[config.mk]
export PLATFORM = sky130hd
export DESIGN_NAME = ahb_bm_input_stage
export DESIGN_NICKNAME = d
export VERILOG_FILES = /design/src/rtl/ahb_bm_input_stage.sv
export SDC_FILE = /design/constraint.sdc
export NUM_CORES = 1
export LEC_CHECK = 0
export CAP_MARGIN = 20
export CORE_MARGIN = 5
export CORE_UTILIZATION = 48
export CTS_CLUSTER_SIZE = 24
export DETAILED_ROUTE_END_ITERATION = 10
export PLACE_DENSITY = 0.85
export REMOVE_ABC_BUFFERS = 1
export SETUP_SLACK_MARGIN = 0.1
export SLEW_MARGIN = 15
export SYNTH_ARGS = -nofsm -noshare
export SYNTH_HDL_FRONTEND = slang
export SYNTH_SLANG_ARGS = --single-unit
[constraint.sdc]
create_clock -name HCLK -period 2.37 [get_ports HCLK]
set_clock_uncertainty 0.05 [all_clocks]
set_input_delay 0.474 -clock HCLK [delete_from_list [all_inputs] [get_ports HCLK]]
set_output_delay 0.474 -clock HCLK [all_outputs]
set_load 0.02 [all_outputs]
[src/rtl/ahb_bm_input_stage.sv]
// AHB bus matrix master-side input stage.
// Holds an ungranted address phase and relays the slave data phase.
module ahb_bm_input_stage #(
  parameter int ADDR_WIDTH = 32
) (
  input  logic                  HCLK,
  input  logic                  HRESET,
  input  logic                  HSELS,
  input  logic [ADDR_WIDTH-1:0] HADDRS,
  input  logic [1:0]            HTRANSS,
  input  logic                  HWRITES,
  input  logic [2:0]            HSIZES,
  input  logic [2:0]            HBURSTS,
  input  logic [3:0]            HPROTS,
  input  logic                  HMASTLOCKS,
  input  logic                  HREADYS,
  output logic                  HREADYOUTS,
  output logic                  HRESPS,
  output logic                  req_port,
  input  logic                  grant_port,
  output logic [ADDR_WIDTH-1:0] HADDRM,
  output logic [1:0]            HTRANSM,
  output logic                  HWRITEM,
  output logic [2:0]            HSIZEM,
  output logic [2:0]            HBURSTM,
  output logic [3:0]            HPROTM,
  output logic                  HMASTLOCKM,
  input  logic                  HREADYM,
  input  logic                  HRESPM
);

  typedef struct packed {
    logic [ADDR_WIDTH-1:0] addr;
    logic [1:0]            trans;
    logic                  write;
    logic [2:0]            size;
    logic [2:0]            burst;
    logic [3:0]            prot;
    logic                  lock;
  } ap_t;

  ap_t  live;
  ap_t  hold_q;
  ap_t  mux;
  logic held;
  logic dphase;
  logic held_d;
  logic dphase_d;
  logic live_valid;
  logic accept;
  logic capture;

  assign live = '{
    addr:  HADDRS,
    trans: HTRANSS,
    write: HWRITES,
    size:  HSIZES,
    burst: HBURSTS,
    prot:  HPROTS,
    lock:  HMASTLOCKS
  };

  assign live_valid = HSELS & HREADYS & HTRANSS[1];

  always_comb begin
    mux = live;
    if (held) begin
      mux = hold_q;
    end else if (!live_valid) begin
      mux.trans = 2'b00;
    end
  end

  assign accept  = grant_port & HREADYM & mux.trans[1];
  assign capture = live_valid & ~accept;

  always_ff @(posedge HCLK) begin
    if (HRESET) begin
      held   <= 1'b0;
      dphase <= 1'b0;
      hold_q <= '0;
    end else begin
      held   <= held_d;
      dphase <= dphase_d;
      if (capture) begin
        hold_q <= live;
      end
    end
  end

  always_comb begin
    held_d   = held;
    dphase_d = dphase;
    if (capture) begin
      held_d = 1'b1;
    end else if (held && accept) begin
      held_d = 1'b0;
    end
    if (accept) begin
      dphase_d = 1'b1;
    end else if (HREADYM) begin
      dphase_d = 1'b0;
    end
  end

  always_comb begin
    HREADYOUTS = dphase ? HREADYM : ~held;
    HRESPS     = dphase & HRESPM;
    req_port   = held | live_valid;
    HADDRM     = mux.addr;
    HTRANSM    = mux.trans;
    HWRITEM    = mux.write;
    HSIZEM     = mux.size;
    HBURSTM    = mux.burst;
    HPROTM     = mux.prot;
    HMASTLOCKM = mux.lock;
  end

  // a beat is either waiting for its grant or in its data phase, never both
  illegal_state: assert property (
    @(posedge HCLK) disable iff (HRESET) !(held && dphase)
  );

endmodule

==> flow_summary.toml <==
[global_route]
grt_max_degree = 94
grt_pass1_vias = 2235
grt_overflow_total = 0
grt_use_total = 0.167
antenna_found_initial = 0
grt_pass1_wl_um = 10300

[yosys]
synth_xor_area_frac = 0
netlist.area_leader.share = 0.345
synth_top_family_by_area = "multiplexers"
avgSynthCellArea_um2 = 10.2
synth_area_leaders = "dfxtp_1 (35%), nand2b_1 (20%), mux2_2 (18%), mux2i_1 (16%), buf_12 (2.9%)"
synth_seq_area_share = 0.345
syn-cell-area_um2 = 2780
synthMuxAreaShare = 0.340
yosys.area_share.simple = 0.228
synth_adder_area_share = 0
syn_inst = 272
synth_cell_types = 23
ys_ff_latch = 48
yosysTopAreaCell = "dfxtp_1"
yosysWarnings = 0
synth_compound_area_frac = 0.0252

[floorplan]
num_rows = 27
dieArea_um2 = 7420
ios = 102
core-area_um2 = 5570
die_w_um = 86.1
start_util = 0.499
die_y_um = 86.1

[sta]
setup_viol = 0
slew_headroom = 0.580
fin_crit_sh = 0.923
period_needed_ns = 2.19
hold_violations = 0
hold_ws_ns = 0.420
fmax_mhz = 457
slew_violations = 0
rsz0062_at_grt = "false"
tightest_slew_ns = 0.630

[final_layout]
regArea_um2 = 962
nets = 420
antenna_cells = 0
multi_input_area_um2 = 1650
synthToLayoutAreaGrowth_pct = 38.0
drive_gt1_frac = 0.177
fin_area_um2 = 3840
final_common_cell = "nand2b_1"
fill_cells = 498
mostFrequentLayoutCells = "nand2b_1 (91), clkdlybuf4s50_1 (52), dfxtp_1 (47), dlygate4sd2_1 (47), mux2i_1 (45)"

[power_and_ir_drop]
p_per_area_nw_per_um2 = 464
ir_drop_uv = 304
power.leakage_uw = 0.00146

[placement]
hpwl_um = 4430
portBuffers = 101
placed_area_um2 = 3800
place_congestion = 0.713

[drt]
wire_per_inst_um = 14.1
final_antenna_net_count = 0
viasPerCell = 4.88
drt_iter0_markers = 87
drt_pass1_iterations = 4
drt-total-wl_um = 6190
num_vias = 2147
drc_errors = 0

[worst_setup_path]
crit_fanout = 2
critPathBufInv = 2
cp_top_family = "buffers and inverters"
critPathArrivalTime_ns = 1.66
cpPeakStageDelay_ns = 0.48
worstPathCellList = "clkdlybuf4s50_1 > and3_1 > nand2_1 > o21ai_0 > dlygate4sd2_1"
end_kind = "primary output"
r2r_slack_ns = 0.86
crit_required_ns = 1.85
crit_type = "in2out"
critPathLaunchType = "input pin"
slowest_stage = "clkdlybuf4s50_1"

[cts]
cts_tree = "done"
cts_made_buffers = 5
cts-htree-levels = 2
postCtsSetupBuffers = 0
cts_root_buf = "clkbuf_8"
cts_sinks = 48
insertion_delay_ns = 0.28
clk_path_buf_depth = 2
clk_pin_slew_worst_paths_ns = 0.08

[run_status]
outcome = "finished clean"

[min_path]
min_path_type = "reg2reg"

[flow_run]
maxCapViolations = 0
-- worst min-delay path: cells and delay by family, from the launching register on --
family / cells / cell delay, ns
simple gates: 1 / 0.06
flops: 1 / 0.31
mux: 1 / 0.06
-- cells in the mapped netlist --
cell	instances
buf_4	1
o21ai_0	4
nand2_1	5
and3_1	1
buf_8	1
nand2b_1	91
o22ai_1	1
mux2i_1	45
mux2_2	44
buf_12	4
a31oi_4	1
o21ba_2	1
and2_1	1
buf_2	5
inv_1	2
nor3_1	1
nand3_1	2
nor2_1	1
dfxtp_1	48
nand2b_4	1
clkbuf_1	10
a21oi_1	1
a22oi_1	1
-- state kept, by name, indices dropped and copies added, names as in the netlist --
name    count
hold_q     46
dphase      1
held        1
-- stage by stage --
| stage | utilization | instances | TNS (ns) | total power, uW | setup slack [ns] |
|---|---|---|---|---|---|
| final | 0.689 | 440 | 0 | 1780 | 0.182 |
| after floorplan | - | 251 | -34.93 | 1100 | -0.723 |
| after global placement | 0.682 | 432 | -0.0767 | 1350 | -0.0767 |
| after global routing | 0.689 | 440 | 0 | 1880 | 0.102 |
| after CTS | 0.688 | 440 | 0 | 1810 | 0.132 |
| after detailed placement | 0.682 | 432 | -0.118 | 1360 | -0.103 |
-- cells by family after synthesis --
kind of cell | after synthesis
mux | 89
buf+inv | 23
simple gates | 103
compound gates | 9
flops | 48
-- final cells by class --
type,instances,area share
clock buffer,6,0.0215
clock inverter,2,0.00261
inverter,2,0.00196
multi-input combinational,201,0.429
sequential,48,0.251
tap,72,0.0235
timing repair buffer,109,0.270
-- per-layer routing --
| layer | wire length [um] | global-route usage | part of all wire |
|---|---|---|---|
| met1 | 2710 | 0.204 | 0.44 |
| met2 | 3120 | 0.296 | 0.50 |
| met3 | 340 | 0.0394 | 0.055 |
| met4 | 24 | 0.0388 | 0.0039 |
| met5 | 0 | 0 | 0 |
-- final timing paths --
path | startpoint | depth (start not counted) | endpoint
worst max-delay path | HSELS | 5 | HTRANSM[0]
worst min-delay path | hold_q[14]$_SDFFE_PP0P_ | 2 | hold_q[14]$_SDFFE_PP0P_
worst max register to register | held$_SDFFE_PP0P_ | 5 | hold_q[17]$_SDFFE_PP0P_
worst min register to register | hold_q[14]$_SDFFE_PP0P_ | 2 | hold_q[14]$_SDFFE_PP0P_
-- power by group --
group / total [uW] / leakage, uW / switching (uW) / internal (uW)
clock network: 488 / 0.0000510 / 255 / 233
registers: 845 / 0.000390 / 13.8 / 832
logic: 448 / 0.00101 / 203 / 245
total: 1780 / 0.00146 / 472 / 1310
-- what timing repair did --
action                     in CTS  in global routing
hold buffers                    0                  0
setup endpoints to repair      47                  1
gates cloned                    0                  0
resized for setup              48                  1
No activity file was read; power rests on OpenSTA's default activity.
